**src/rtl/sync_fifo_ctl_if.sv**
```systemverilog
// Streaming-side bundle of the sync_fifo_ctl buffer: write port, read port, flush and status.
// The producer/consumer pair drives through master; the FIFO itself attaches as slave.
interface sync_fifo_ctl_if #(
   parameter int unsigned DATA_WIDTH = 8,
   parameter int unsigned CNT_WIDTH  = 6
);
   logic                  flush;
   logic                  wen;
   logic [DATA_WIDTH-1:0] wdata;
   logic                  full;
   logic                  almost_full;
   logic                  overflow;
   logic                  ren;
   logic [DATA_WIDTH-1:0] rdata;
   logic                  rvalid;
   logic                  empty;
   logic                  almost_empty;
   logic                  underflow;
   logic [CNT_WIDTH-1:0]  count;

   modport master (
      output flush, wen, wdata, ren,
      input  full, almost_full, overflow, rdata, rvalid,
             empty, almost_empty, underflow, count
   );

   modport slave (
      input  flush, wen, wdata, ren,
      output full, almost_full, overflow, rdata, rvalid,
             empty, almost_empty, underflow, count
   );
endinterface

```
**src/rtl/sync_fifo_ctl.sv**
```systemverilog
// Single-clock FIFO with arbitrary depth, FWFT or registered read, almost flags,
// sticky overflow/underflow and synchronous flush.
module sync_fifo_ctl #(
   parameter int unsigned DATA_WIDTH = 8,
   parameter int unsigned FIFO_DEPTH = 32,
   parameter int unsigned AF_THRESH  = 28,
   parameter int unsigned AE_THRESH  = 4,
   parameter bit          FWFT       = 1'b1
) (
   input logic            clk,
   input logic            rst,
   sync_fifo_ctl_if.slave bus
);
   localparam int unsigned ADDR_WIDTH = (FIFO_DEPTH > 1) ? $clog2(FIFO_DEPTH) : 1;
   localparam int unsigned CNT_WIDTH  = $clog2(FIFO_DEPTH + 1);

   localparam logic [ADDR_WIDTH-1:0] LAST_ADDR = ADDR_WIDTH'(FIFO_DEPTH - 1);
   localparam logic [CNT_WIDTH-1:0]  DEPTH_CNT = CNT_WIDTH'(FIFO_DEPTH);
   localparam logic [CNT_WIDTH-1:0]  AF_CNT    = CNT_WIDTH'(AF_THRESH);
   localparam logic [CNT_WIDTH-1:0]  AE_CNT    = CNT_WIDTH'(AE_THRESH);

   logic [DATA_WIDTH-1:0] mem [FIFO_DEPTH];
   logic [ADDR_WIDTH-1:0] waddr;
   logic [ADDR_WIDTH-1:0] raddr;
   logic [CNT_WIDTH-1:0]  count_q;
   logic                  full_q;
   logic                  empty_q;
   logic                  almost_full_q;
   logic                  almost_empty_q;
   logic                  overflow_q;
   logic                  underflow_q;

   logic                  rd_acc_c;
   logic                  wr_acc_c;
   logic [CNT_WIDTH-1:0]  count_nxt_c;

   // Accept decode; a read frees a slot so a write at full still lands.
   always_comb begin
      rd_acc_c    = bus.ren & ~empty_q & ~bus.flush;
      wr_acc_c    = bus.wen & (~full_q | rd_acc_c) & ~bus.flush;
      count_nxt_c = count_q;
      if (bus.flush) begin
         count_nxt_c = '0;
      end else if (wr_acc_c && !rd_acc_c) begin
         count_nxt_c = count_q + CNT_WIDTH'(1);
      end else if (rd_acc_c && !wr_acc_c) begin
         count_nxt_c = count_q - CNT_WIDTH'(1);
      end
   end

   // Pointers, occupancy and status flags; flags follow the registered count.
   always_ff @(posedge clk or posedge rst) begin
      if (rst) begin
         waddr          <= '0;
         raddr          <= '0;
         count_q        <= '0;
         full_q         <= 1'b0;
         empty_q        <= 1'b1;
         almost_full_q  <= 1'b0;
         almost_empty_q <= 1'b1;
         overflow_q     <= 1'b0;
         underflow_q    <= 1'b0;
      end else begin
         count_q        <= count_nxt_c;
         full_q         <= (count_nxt_c == DEPTH_CNT);
         empty_q        <= (count_nxt_c == '0);
         almost_full_q  <= (count_nxt_c >= AF_CNT);
         almost_empty_q <= (count_nxt_c <= AE_CNT);
         if (bus.flush) begin
            waddr       <= '0;
            raddr       <= '0;
            overflow_q  <= 1'b0;
            underflow_q <= 1'b0;
         end else begin
            if (wr_acc_c) begin
               waddr <= (waddr == LAST_ADDR) ? '0 : waddr + ADDR_WIDTH'(1);
            end
            if (rd_acc_c) begin
               raddr <= (raddr == LAST_ADDR) ? '0 : raddr + ADDR_WIDTH'(1);
            end
            overflow_q  <= overflow_q  | (bus.wen & ~wr_acc_c);
            underflow_q <= underflow_q | (bus.ren & empty_q);
         end
      end
   end

   // Storage is deliberately left unreset.
   always_ff @(posedge clk) begin
      if (wr_acc_c) begin
         mem[waddr] <= bus.wdata;
      end
   end

   generate
      if (FWFT) begin : g_fwft
         assign bus.rdata  = mem[raddr];
         assign bus.rvalid = ~empty_q;
      end else begin : g_reg_read
         logic [DATA_WIDTH-1:0] rdata_q;
         logic                  rvalid_q;

         always_ff @(posedge clk or posedge rst) begin
            if (rst) begin
               rdata_q  <= '0;
               rvalid_q <= 1'b0;
            end else begin
               rvalid_q <= rd_acc_c;
               if (rd_acc_c) begin
                  rdata_q <= mem[raddr];
               end
            end
         end

         assign bus.rdata  = rdata_q;
         assign bus.rvalid = rvalid_q;
      end
   endgenerate

   assign bus.count        = count_q;
   assign bus.full         = full_q;
   assign bus.empty        = empty_q;
   assign bus.almost_full  = almost_full_q;
   assign bus.almost_empty = almost_empty_q;
   assign bus.overflow     = overflow_q;
   assign bus.underflow    = underflow_q;
endmodule

```
**src/flat_wrapper.sv**
```systemverilog
// flat-port wrapper written by rule: the top's interface ports become plain ports
module sync_fifo_ctl_flat 
#(
   parameter int unsigned DATA_WIDTH = 8,
   parameter int unsigned FIFO_DEPTH = 32,
   parameter int unsigned AF_THRESH  = 28,
   parameter int unsigned AE_THRESH  = 4,
   parameter bit          FWFT       = 1'b1
)
  (clk, rst, bus_flush, bus_wen, bus_wdata, bus_ren, bus_full, bus_almost_full, bus_overflow, bus_rdata, bus_rvalid, bus_empty, bus_almost_empty, bus_underflow, bus_count);
  sync_fifo_ctl_if #(.DATA_WIDTH(DATA_WIDTH), .CNT_WIDTH(6)) bus_i ();
  input logic clk;
  input logic rst;
  input wire logic [$bits(bus_i.flush)-1:0] bus_flush;
  input wire logic [$bits(bus_i.wen)-1:0] bus_wen;
  input wire logic [$bits(bus_i.wdata)-1:0] bus_wdata;
  input wire logic [$bits(bus_i.ren)-1:0] bus_ren;
  output wire logic [$bits(bus_i.full)-1:0] bus_full;
  output wire logic [$bits(bus_i.almost_full)-1:0] bus_almost_full;
  output wire logic [$bits(bus_i.overflow)-1:0] bus_overflow;
  output wire logic [$bits(bus_i.rdata)-1:0] bus_rdata;
  output wire logic [$bits(bus_i.rvalid)-1:0] bus_rvalid;
  output wire logic [$bits(bus_i.empty)-1:0] bus_empty;
  output wire logic [$bits(bus_i.almost_empty)-1:0] bus_almost_empty;
  output wire logic [$bits(bus_i.underflow)-1:0] bus_underflow;
  output wire logic [$bits(bus_i.count)-1:0] bus_count;
  assign bus_i.flush = bus_flush;
  assign bus_i.wen = bus_wen;
  assign bus_i.wdata = bus_wdata;
  assign bus_i.ren = bus_ren;
  assign bus_full = bus_i.full;
  assign bus_almost_full = bus_i.almost_full;
  assign bus_overflow = bus_i.overflow;
  assign bus_rdata = bus_i.rdata;
  assign bus_rvalid = bus_i.rvalid;
  assign bus_empty = bus_i.empty;
  assign bus_almost_empty = bus_i.almost_empty;
  assign bus_underflow = bus_i.underflow;
  assign bus_count = bus_i.count;
  sync_fifo_ctl #(.DATA_WIDTH(DATA_WIDTH), .FIFO_DEPTH(FIFO_DEPTH), .AF_THRESH(AF_THRESH), .AE_THRESH(AE_THRESH), .FWFT(FWFT)) u_core (.clk(clk), .rst(rst), .bus(bus_i));
endmodule
```
**config.mk**
```make
export PLATFORM = sky130hd
export DESIGN_NAME = sync_fifo_ctl_flat
export DESIGN_NICKNAME = d
export VERILOG_FILES = /design/src/rtl/sync_fifo_ctl_if.sv /design/src/rtl/sync_fifo_ctl.sv /design/src/flat_wrapper.sv
export SDC_FILE = /design/constraint.sdc
export NUM_CORES = 1
export LEC_CHECK = 0
export CORE_MARGIN = 2
export CORE_UTILIZATION = 55
export CTS_CLUSTER_SIZE = 30
export DETAILED_ROUTE_END_ITERATION = 6
export PLACE_DENSITY = 0.73
export SLEW_MARGIN = 5
export SYNTH_ARGS = -nofsm -noshare
export SYNTH_HDL_FRONTEND = slang
export SYNTH_SLANG_ARGS = --single-unit
```
**constraint.sdc**
```tcl
create_clock -name clk -period 3.4 [get_ports clk]
set_input_delay 0.68 -clock clk [delete_from_list [all_inputs] [get_ports clk]]
set_output_delay 0.68 -clock clk [all_outputs]
set_load 0.01 [all_outputs]
```
==> flow_metrics.py, run 1 <==
metrics = {
    "run_status": {
        "status": "complete, but fails checks",
        "violations": "setup timing",
    },
    "yosys": {
        "yosysWarnings": 0,
        "netlist_area_sq_mm": 0.0111,
        "synth_cell_types": 43,
        "syn-instance-count": 545,
        "ys_seq_area_frac": 0.741,
        "synth_nets": 567,
        "synth-edff-count": 256,
        "avgSynthCellArea_sq_um": 20.4,
        "synth_top_flop_cell": "edfxtp_1",
        "synthArstFlopShare": 0.0791,
        "ys_ff_latch": 278,
    },
    "drt": {
        "wire_per_inst_um": 25.2,
        "wirelength_um": 23600,
        "vias": 5746,
        "drt_first_pass_iters": 5,
        "ant_nets": 0,
        "routed_via_density": 6.13,
        "drc": 0,
        "drt_iter0_drc": 648,
    },
    "hold_path": {
        "holdPathEnd": "u_core.raddr[1]",
        "min_path_cells": 2,
        "min_from": "u_core.raddr[1]",
        "worstHoldPathType": "reg2reg",
    },
    "worst_setup_path": {
        "rr_endpoint": "u_core.raddr[3]",
        "critPathMaxFanout": 5,
        "crit_path_top_delay_cell": "mux4_2",
        "arrival_ps": 2830,
        "critPathTopFamily": "multiplexers",
        "rrSetupSlack_ps": 1110,
        "reg2reg_from": "u_core.raddr[0]",
        "endpoint_kind": "output pin",
        "worstPathRequired_ps": 2720,
        "cpPeakStageDelay_ps": 530,
        "cp_num_buf_inv": 3,
        "crit_chain": "buf_12 > buf_12 > mux4_2 > mux4_2 > mux2_2 > clkdlybuf4s15_2",
        "worstSetupPathType": "reg2out",
        "reg2reg_depth": 10,
        "start_kind": "flip-flop",
    },
    "floorplan": {
        "rows": 52,
        "die-area_sq_mm": 0.0214,
        "io_pins": 34,
        "die_h_um": 146,
        "core_sq_mm": 0.0200,
        "die_x_um": 146,
        "start_util": 0.555,
    },
    "clock_tree": {
        "clock_sinks": 278,
        "numCtsBuffers": 28,
        "cts_buffer_depth": 3,
        "htreeDepth": 1,
        "clk_pin_slew_worst_paths_ps": 60,
        "cts_tree": "built",
        "clock-root-buffer": "clkbuf_16",
        "clk_latency_ps": 520,
    },
    "timing": {
        "clock_skew_ps": 6.70,
        "hold_violations": 0,
        "slew_violations": 0,
        "max_clock_freq_mhz": 285,
        "finalSetupViolCount": 8,
        "setup_ws_ps": -112,
        "rsz0062_at_grt": "true",
        "period_share": 1.03,
        "worst_pin_slew_ps": 865,
        "post-route-min-period_ps": 3510,
        "relSlewSlack": 0.423,
    },
    "final_layout": {
        "drive_above_1_share": 0.310,
        "fin_util": 0.663,
        "num-nets-final": 668,
        "layout_common_cells": "edfxtp_1 (256), mux4_2 (80), buf_4 (50), nor2_1 (46), clkbuf_16 (29)",
        "num_antenna_cells": 0,
        "instances_no_fill": 938,
        "mostFrequentLayoutCell": "edfxtp_1",
        "syn_to_final_growth_pct": 19.5,
    },
    "global_routing": {
        "grt_max_degree": 34,
        "grt_pass1_vias": 5980,
        "antenna_found_initial": 0,
        "grt_pass1_wl_um": 36200,
        "grt.overflow.total": 0,
        "grt_usage": 0.228,
    },
    "placement": {
        "placed_cells": 870,
        "gp_congestion": 0.846,
        "port_buffers": 33,
        "dp_hpwl_um": 14000,
        "pre_cts_ws_ps": 138,
    },
    "power": {
        "finalPower_mw": 7.87,
        "p_per_area_mw_per_mm2": 593,
        "vdd_drop_max_mv": 0.342,
        "leakage_nw": 4.32,
    },
    "job": {
        "drv_cap": 0,
    },
}
## power breakdown
part	internal [mW]	total [mW]	switching [mW]
Clock	1.84	3.04	1.20
Combinational	0.554	0.994	0.440
Sequential	3.79	3.84	0.0512
Total	6.18	7.87	1.69
## repair_timing
action	in CTS	in global routing
setup buffers	16	0
hold buffers	0	0
gates resized for setup	57	0
setup endpoints to repair	8	8
pin swaps	0	0
endpoints found under the hold margin	0	0
gates cloned	2	0
## cell families (layout without fill, tap and decap cells)
| kind of cell | Yosys count | count (layout) | synth area share |
|---|---|---|---|
| multiplexers | 90 | 90 | 0.172 |
| AO/OA/AOI/OAI | 29 | 29 | 0.0160 |
| buffers and inverters | 36 | 159 | 0.0146 |
| AND/OR/NAND/NOR | 101 | 101 | 0.0443 |
| flip-flops | 278 | 278 | 0.741 |
| XOR/XNOR | 2 | 2 | 0.00158 |
| adder cells (fa/ha/maj) | 9 | 9 | 0.0101 |
## cell type report
cell class	instances	area [sq um]
Timing Repair Buffer	100	1010
Sequential cell	278	8250
Fill cell	1333	6760
Tap cell	270	338
Clock inverter	21	193
Clock buffer	31	733
Multi-Input combinational cell	231	2740
Inverter	7	26.3
## how the worst max path moves through the flow
stage | startpoint | to | slack, ps | cells past startpoint
2_1_floorplan | u_core.raddr[0] | bus_rdata[1] | 490 | 5
3_3_place_gp | u_core.raddr[0] | bus_rdata[4] | 140 | 5
3_5_place_dp | u_core.raddr[0] | bus_rdata[3] | 140 | 5
4_1_cts | u_core.raddr[0] | bus_rdata[5] | -130 | 7
5_1_grt | u_core.raddr[0] | bus_rdata[7] | -150 | 7
6_report | u_core.raddr[0] | bus_rdata[0] | -110 | 6
## Yosys cell counts, types with 2 or more instances
library cell	n	area, sq um
dfstp_2	2	52.6
edfxtp_1	256	7690
buf_6	3	33.8
ha_1	9	113
inv_1	7	26.3
nor2b_1	3	18.8
dfrtp_1	20	500
nand2b_1	2	12.5
mux4_2	80	1800
nand2_1	11	41.3
mux2_2	9	101
or3b_1	2	17.5
o21ai_0	3	15.0
nor4b_1	2	17.5
nand3b_1	4	30.0
or4_1	3	22.5
buf_2	4	20.0
a31oi_1	4	25.0
and3_1	2	12.5
nor3b_1	2	15.0
o21ai_1	2	10.0
a21oi_1	11	55.1
buf_1	4	15.0
nor4_1	3	18.8
a21o_1	2	15.0
nand3_1	7	35.0
nor3_1	10	50.1
clkbuf_1	18	67.6
nor2_1	46	173
## flip-flops by register name, summed over array words and instances, names as in the netlist
register,count
u_core.bus.almost_full,1
u_core.raddr,5
u_core.bus.empty,1
u_core.bus.underflow,1
u_core.bus.count,6
u_core.bus.almost_empty,1
u_core.bus.overflow,1
u_core.bus.full,1
u_core.mem,256
u_core.waddr,5
## worst register-to-register path, stage by stage (launching register included)
cell	delay (ps)
dfrtp_4	510
buf_12	150
buf_12	130
buf_6	130
buf_4	150
ha_1	210
and3_1	190
ha_1	260
nor3_1	200
nand4_1	120
a21oi_1	170
## layer usage
layer  up-vias  part of all wire  wire length (um)  track usage
met4         0             0.015               353       0.0519
met5         -                 0                 0            0
met2       247              0.50             11800        0.372
met1      3026              0.42              9950        0.341
li1       2442                 -                 -            -
met3        31             0.064              1520       0.0281
## stage by stage
stage                     TNS, ps  hold WS [ps]  area (sq um)
final                        -708           522         13300
after detailed placement        0           516         12100
after floorplan                 0           505         11100
after CTS                    -889           525         13300
after global routing        -1090           558         13300
after global placement          0           495         12100
Power figures use the tool's default switching activity.
==> inputs of run 2 (changes only) <==
==> constraint.sdc (replaced) <==
create_clock -name clk -period 3.4 [get_ports clk]
set_input_delay 1.02 -clock clk [delete_from_list [all_inputs] [get_ports clk]]
set_output_delay 1.02 -clock clk [all_outputs]
set_load 0.01 [all_outputs]
==> run 2 against run 1 <==
The run still ends with setup timing left. Sequential share of layout area grew 0.69 points. Critical endpoint is now bus_rdata[5]. Highest routed layer unchanged. Utilization fell by 0.73 points. Clock power decreased by 12%. Worst hold slack worse by 19 ps.
==> flow_metrics.py, run 2 (synthesis gave the netlist of run 1 again) <==
metrics = {
    "run_status": {
        "status": "complete, but fails checks",
        "violations": "setup timing",
    },
    "floorplan": {
        "core_sq_mm": 0.0200,
        "start_util": 0.555,
        "die-area_sq_mm": 0.0214,
        "die_x_um": 146,
        "rows": 52,
        "die_h_um": 146,
        "io_pins": 34,
    },
    "global_routing": {
        "grt_pass1_vias": 5977,
        "grt.overflow.total": 0,
        "grt_max_degree": 33,
        "antenna_found_initial": 1,
        "grt_pass1_wl_um": 37100,
        "grt_usage": 0.236,
    },
    "placement": {
        "placed_cells": 880,
        "gp_congestion": 0.834,
        "dp_hpwl_um": 15000,
        "place_area_sq_mm": 0.0122,
        "port_buffers": 33,
    },
    "drt": {
        "drt_first_pass_iters": 5,
        "drc": 0,
        "ant_nets": 0,
        "routed_via_density": 6.23,
        "vias": 5821,
        "wirelength_um": 24700,
        "drt_iter0_drc": 610,
        "wire_per_inst_um": 26.4,
    },
    "worst_setup_path": {
        "critPathTopFamily": "multiplexers",
        "critPathMaxFanout": 8,
        "cp_num_buf_inv": 3,
        "crit_path_top_delay_cell": "mux4_2",
        "crit_chain": "buf_6 > buf_12 > mux4_2 > mux4_2 > mux2_4 > buf_6",
        "start_kind": "flip-flop",
        "arrival_ps": 2770,
        "cpPeakStageDelay_ps": 540,
        "worstPathRequired_ps": 2380,
        "endpoint_kind": "output pin",
        "worstSetupPathType": "reg2out",
    },
    "power": {
        "switching_power_mw": 1.65,
        "vdd_drop_max_mv": 0.357,
        "clockPowerShare": 0.358,
        "comb_power_share": 0.130,
        "p_sw_frac": 0.220,
        "power.internal_mw": 5.85,
        "pwr-share-seq": 0.512,
        "p_per_area_mw_per_mm2": 571,
        "leakage_nw": 4.25,
    },
    "final_layout": {
        "multi_input_area_sq_mm": 0.00273,
        "largest_reg_flops": 256,
        "num-nets-final": 669,
        "layout_common_cells": "edfxtp_1 (256), mux4_2 (80), buf_4 (51), nor2_1 (46), clkbuf_16 (27)",
        "fin_util": 0.656,
        "drive_above_1_share": 0.302,
        "regArea_sq_mm": 0.00825,
        "design_area_sq_mm": 0.0131,
        "regMostFlops": "u_core.mem",
        "n_fill_cell": 1330,
        "mostFrequentLayoutCell": "edfxtp_1",
        "instances_no_fill": 935,
        "num_antenna_cells": 0,
        "syn_to_final_growth_pct": 18.2,
    },
    "clock_tree": {
        "numCtsBuffers": 27,
        "hold_buffers": 0,
        "clk_latency_ps": 520,
        "cts_tree": "built",
        "cts_buffer_depth": 3,
        "htreeDepth": 1,
        "clk_pin_slew_worst_paths_ps": 60,
        "clock_sinks": 278,
        "clock-root-buffer": "clkbuf_16",
    },
    "timing": {
        "slew_violations": 0,
        "relSlewSlack": 0.370,
        "setup_ws_ps": -393,
        "finalSetupViolCount": 8,
        "post-route-min-period_ps": 3790,
        "holdWs_ps": 503,
        "period_share": 1.12,
        "worst_pin_slew_ps": 944,
        "hold_violations": 0,
        "max_clock_freq_mhz": 264,
        "tns_ps": -2920,
        "clock_skew_ps": 15.8,
        "rsz0062_at_grt": "true",
    },
    "job": {
        "drv_cap": 0,
    },
    "hold_path": {
        "worstHoldPathType": "reg2reg",
    },
}
-- run 2: changes by cell type in the layout (fill, tap and decap cells not counted), moves of 2 or more --
cell	previous run	this run
mux2_4	6	4
mux2_2	3	5
clkbuf_16	29	27
bufinv_16	4	1
clkinv_2	4	2
buf_16	2	0
clkbuf_1	2	10
clkinv_1	12	7
buf_8	2	0
buf_12	8	12
-- run 2: layout make-up --
| type | instances | share of cell area |
|---|---|---|
| clock buffer | 37 | 0.0543 |
| clock inverter | 10 | 0.00505 |
| inverter | 7 | 0.00200 |
| multi-input combinational | 231 | 0.208 |
| sequential | 278 | 0.628 |
| tap | 270 | 0.0257 |
| timing repair buffer | 102 | 0.0775 |
-- run 2: power by group through the flow --
stage	combinational, mW	clock, mW	sequential [mW]
floorplan	0.523	0	3.90
global placement	0.871	0	3.91
detailed placement	0.885	0	3.91
CTS	1.01	2.71	3.84
global route	1.04	2.84	3.84
finish	0.977	2.68	3.84
-- run 2: repair_timing --
action                                  in CTS  in global routing
pin swaps                                    0                  0
endpoints found under the setup margin       8                  8
resized for setup                           54                  2
gates cloned                                 2                  0
buffers inserted                             8                  1
-- run 2: path summary, 6_finish.rpt --
kind | from | to | slack [ps] | depth (start not counted)
max | u_core.raddr[0] | bus_rdata[5] | -390 | 6
min | u_core.bus.underflow | u_core.bus.underflow | 500 | 2
max reg2reg | u_core.bus.count[0] | u_core.bus.empty | 1110 | 6
min reg2reg | u_core.bus.underflow | u_core.bus.underflow | 500 | 2
max in group asynchronous | rst | u_core.raddr[0] | 1690 | 2
min in group asynchronous | rst | u_core.bus.full | 1020 | 2
-- run 2: tightest hold or removal path, delay by kind of cell (launching register included) --
family,cells,cell delay (ps)
AOI/OAI and AO/OA,1,40
and+or+nand+nor,1,80
DFF,1,340
-- run 2: metrics by stage --
step	total power, mW	setup WS [ps]
after floorplan	4.43	153
after global placement	4.78	-201
after detailed placement	4.80	-238
after CTS	7.55	-438
after global routing	7.72	-440
final	7.50	-393
-- run 2: layer usage --
layer,up-vias,wire length [um],part of all wire,global-route usage
li1,2447,-,-,-
met1,3030,9700,0.39,0.333
met2,299,12400,0.50,0.391
met4,0,502,0.020,0.0612
met5,-,0,0,0
met3,45,2130,0.086,0.0406
==> edit 1, RTL diff (settings of run 1) <==
`FWFT` is set to 1'b1 in 2 places; all go to 1'b0.
--- a/src/rtl/sync_fifo_ctl.sv
+++ b/src/rtl/sync_fifo_ctl.sv
@@ -6,5 +6,5 @@
    parameter int unsigned AF_THRESH  = 28,
    parameter int unsigned AE_THRESH  = 4,
-   parameter bit          FWFT       = 1'b1
+   parameter bit          FWFT       = 1'b0
 ) (
    input logic            clk,
--- a/src/flat_wrapper.sv
+++ b/src/flat_wrapper.sv
@@ -6,5 +6,5 @@
    parameter int unsigned AF_THRESH  = 28,
    parameter int unsigned AE_THRESH  = 4,
-   parameter bit          FWFT       = 1'b1
+   parameter bit          FWFT       = 1'b0
 )
   (clk, rst, bus_flush, bus_wen, bus_wdata, bus_ren, bus_full, bus_almost_full, bus_overflow, bus_rdata, bus_rvalid, bus_empty, bus_almost_empty, bus_underflow, bus_count);
Behaviour: not the same (Yosys sat finds a counterexample within 4 cycles, from zero or initial values and one cycle with rst high).
==> edit 1 against run 1 <==
- register-to-register slack lost 0.41 ns
- sequential power grew 7.6%
- worst hold slack lost 0.025 ns
- area after synthesis grew 4.1%
- total power grew 2.2%
- synthesized cell count grew 15%
- worst setup slack gained 0.81 ns
- sequential cell count grew 9
- first-iteration DRC count shrank 22%
- cell area grew 0.35%
- wire length grew 0.27%
==> edit 1: results (changes against run 1) <==
* Count of buffers not belonging to the clock network in the layout: 78 (was 100)
- The count of inverters other than clock inverters in the layout came to 8 (was 7).
- The highest ir drop seen on vdd was 0.2994 mV (was 0.3419 mV).
- Final Skew: 0.01005 ns (was 0.006700 ns)
- Critical path's top delay family: flip-flops (was multiplexers)
* Hold Crit Start: u_core.bus.rdata[6] (was u_core.raddr[1])
- Register fraction of the total cell area: 63.55% (was 62.08%)
* Largest cells by area after synthesis: sky130_fd_sc_hd__edfxtp_1 66%, sky130_fd_sc_hd__mux4_2 9.0%, sky130_fd_sc_hd__dfrtp_1 6.3% (was sky130_fd_sc_hd__edfxtp_1 69%, sky130_fd_sc_hd__mux4_2 16%, sky130_fd_sc_hd__dfrtp_1 4.5%)
* GPL Wtd Cong: 0.9561 (was 0.8464)
* Portion of the layout cell area used by clock cells: 6.665% (was 6.971%)
- All-Layer GR Usage: 21.87% (was 22.84%)
- Synth Area in XOR/XNOR: 0.07569% (was 0.1576%)
* Portion of netlist area occupied by mux cells: 14.99% (was 17.21%)
- Number of gates resized after CTS: 0 (was 57)
* Biggest fanout along the worst timing path: 50 (was 5)
* Wire length of the first global-routing pass: 36,300 µm (was 36,250 µm)
* Post-synth net total: 649 (was 567)
- The HPWL reported at the end of detailed placement is 14,640 µm (was 14,010 µm).
- Slowest cell delay on critical path: 1.07 ns (was 0.53 ns)
* # clock sinks: 287 (was 278)
- Compound-Gate Fraction of Synth Area: 3.720% (was 1.598%)
- Number of clock buffers in the layout: 41 (was 31)
* # nets final: 726 (was 668)
* Outcome: finished clean (was finished with violations)
- The sequential-to-total area share from yosys stat was 73.16% (was 74.12%).
==> edit 1: changes by cell type in the layout (fill, tap and decap cells not counted), sizes merged, moves of 8 or more <==
cell | before | now
clkbuf | 31 | 41
clkinv | 16 | 3
dfrtp | 20 | 29
o22ai | 0 | 8
clkdlybuf4s50 | 25 | 33
o221ai | 0 | 12
buf | 74 | 45
mux4 | 80 | 52
mux2i | 1 | 36
nand2 | 11 | 32
==> edit 1: stage by stage <==
step / instances / util [%] / power [mW] / cell area, µm² / worst slack (ns)
global route: 999 / 64.01 / 8.318 / 13330 / 0.5827
global placement: 951 / 59.75 / 5.120 / 12440 / 0.5170
detailed placement: 951 / 59.75 / 5.149 / 12440 / 0.4150
finish: 999 / 64.01 / 8.048 / 13330 / 0.7001
CTS: 999 / 64.01 / 8.101 / 13330 / 0.6974
floorplan: 627 / - / 4.756 / 11570 / 1.345
==> edit 1: final timing paths <==
check	slack [ns]	to	depth (start not counted)
max in group asynchronous	1.81	u_core.raddr[0]	2
worst max register to register	0.70	u_core.bus.rdata[2]	4
worst min register to register	0.50	u_core.bus.rdata[6]	2
min in group asynchronous	0.76	u_core.bus.underflow	2
worst min-delay path	0.50	u_core.bus.rdata[6]	2
worst max-delay path	0.70	u_core.bus.rdata[2]	4
==> edit 1: per-layer routing <==
layer,global-route usage [%],wire [µm]
met4,7.524,764
met2,36.75,11870
met1,29.95,9884
met3,2.905,1184
met5,0,0
==> edit 1: report_power, final <==
part           leakage, nW  internal, mW  switching, mW  total [mW]
clock network        0.444          1.77           1.20        2.97
logic                 1.22         0.517          0.433       0.950
registers             2.71          3.94          0.183        4.13
==> edit 1: worst min-delay path, delay by kind of cell, from the launching register on <==
kind / cells / cell delay, ns
flip-flops: 1 / 0.35
AND/OR/NAND/NOR: 2 / 0.12
==> edit 2, RTL diff (config.mk and constraints of run 1) <==
Without the edit above. Make the reset (`rst`) synchronous in 2 clocked blocks.
--- a/src/rtl/sync_fifo_ctl.sv
+++ b/src/rtl/sync_fifo_ctl.sv
@@ -50,5 +50,5 @@
 
    // Pointers, occupancy and status flags; flags follow the registered count.
-   always_ff @(posedge clk or posedge rst) begin
+   always_ff @(posedge clk) begin
       if (rst) begin
          waddr          <= '0;
@@ -100,5 +100,5 @@
          logic                  rvalid_q;
 
-         always_ff @(posedge clk or posedge rst) begin
+         always_ff @(posedge clk) begin
             if (rst) begin
                rdata_q  <= '0;
Formal check against the unedited RTL: differs if rst is asserted again (counterexample within 4 cycles, from zero or initial values and one cycle with rst high); with rst held inactive, the same outputs for 4 cycles.
==> edit 2 against run 1 <==
- the flow still finishes with violations (negative setup slack)
- wire length increased by 4.6%
- global-route usage increased by 0.88 points
- maximum frequency increased by 1.8%
- worst setup slack improved by 0.062 ns
- area after synthesis increased by 0.16%
- cell area decreased by 0.32%
- sequential cell count increased by 5
- non-clock buffer count decreased by 6
- highest routed layer unchanged
Power is not compared: it rests on default switching activity, and its combinational part moved more than twofold at a synthesized area within 25%.
==> edit 2: results (changes against run 1) <==
- Outcome: finished with violations (unchanged)
- Failing checks: negative setup slack (unchanged)
- The first-pass GRT wire length is 37,450 µm (was 36,250 µm).
- R2R Setup Slk: 1.33 ns (was 1.11 ns)
- Number of gates resized after CTS: 54 (was 57)
- The area fraction of clock buffers and clock inverters came to 6.795% (was 6.971%).
* Count of buffers not belonging to the clock network in the layout: 94 (was 100)
* Number of clock buffers in the layout: 35 (was 31)
- Global-route met3 utilization: 4.563% (was 2.813%)
- Routed Wire Length: 24,730 µm (was 23,640 µm)
* Count of fill cells added during filler insertion: 1,313 (was 1,333)
- Met1 wire length: 10,130 µm (was 9953 µm)
- The multi-input logic cell count is 235 (was 231).
* Data arrival at the endpoint of the critical path: 2.77 ns (was 2.83 ns)
* Top cell types by occurrence after synthesis: 256 x sky130_fd_sc_hd__edfxtp_1, 80 x sky130_fd_sc_hd__mux4_2, 47 x sky130_fd_sc_hd__nor2_1 (was 256 x sky130_fd_sc_hd__edfxtp_1, 80 x sky130_fd_sc_hd__mux4_2, 46 x sky130_fd_sc_hd__nor2_1)
- The worst min-delay path endpoint is u_core.bus.overflow (was u_core.raddr[1]).
- Post-synth net total: 572 (was 567)
- Detailed Route Iter0 Violations: 490 (was 648)
- The met2 usage came to 38.80% (was 37.17%).
- Proportion of cell area occupied by multi-input gates: 20.98% (was 20.60%)
- Minimum hold slack: 0.4824 ns (was 0.5219 ns)
- The final setup TNS was -0.08782 ns (was -0.7084 ns).
- The endpoint of the worst-slack reg-to-reg timing path is u_core.bus.empty (was u_core.raddr[3]).
- Largest cells by area after synthesis: sky130_fd_sc_hd__edfxtp_1 69%, sky130_fd_sc_hd__mux4_2 16%, sky130_fd_sc_hd__dfxtp_1 4.9% (was sky130_fd_sc_hd__edfxtp_1 69%, sky130_fd_sc_hd__mux4_2 16%, sky130_fd_sc_hd__dfrtp_1 4.5%).
- Mean number of vias per cell: 6.184 (was 6.126)
- The largest fanout of any net on the critical path is 7 (was 5).
* Share of synthesized flip-flops with an asynchronous set or reset: 0% (was 7.914%)
- The share of cell area taken by flip-flops and latches is 62.18% (was 62.08%).
- The net count of the finished layout came to 671 (was 668).
- The depth of the worst register-to-register path is 6 (was 10).
- The unique cell type count in the Yosys netlist is 44 (was 43).
- The total setup violations reported at the end of the flow is 4 (was 8).
- The slack of the critical path was -0.05017 ns (was -0.1125 ns).
- Dpl hpwl: 15,220 µm (was 14,010 µm)
* GPL Wtd Cong: 0.8226 (was 0.8464)
* Part of the Yosys area used for sequential elements: 73.90% (was 74.12%)
-- edit 2: cell families after synthesis --
kind of cell / count (synthesis) / synth area share (%)
DFF: 283 / 73.90
xor gates and xnor gates: 3 / 0.2360
buffers and inverters: 32 / 1.427
and+or+nand+nor: 102 / 4.596
AOI/OAI and AO/OA: 32 / 1.753
muxes: 89 / 17.08
adders and majority gates: 9 / 1.011
-- edit 2: metrics by stage --
| step | cells | area, µm² |
|---|---|---|
| final | 940 | 13240 |
| after global routing | 940 | 13240 |
| after CTS | 940 | 13230 |
| after detailed placement | 877 | 12090 |
| after global placement | 877 | 12090 |
| after floorplan | 550 | 11130 |
-- edit 2: power groups by stage --
stage	logic [mW]	clock network (mW)	registers, mW
floorplan	0.0741	0	3.88
global placement	0.180	0	3.88
detailed placement	0.187	0	3.88
CTS	0.200	3.04	3.81
global route	0.215	3.19	3.80
finish	0.201	3.00	3.81
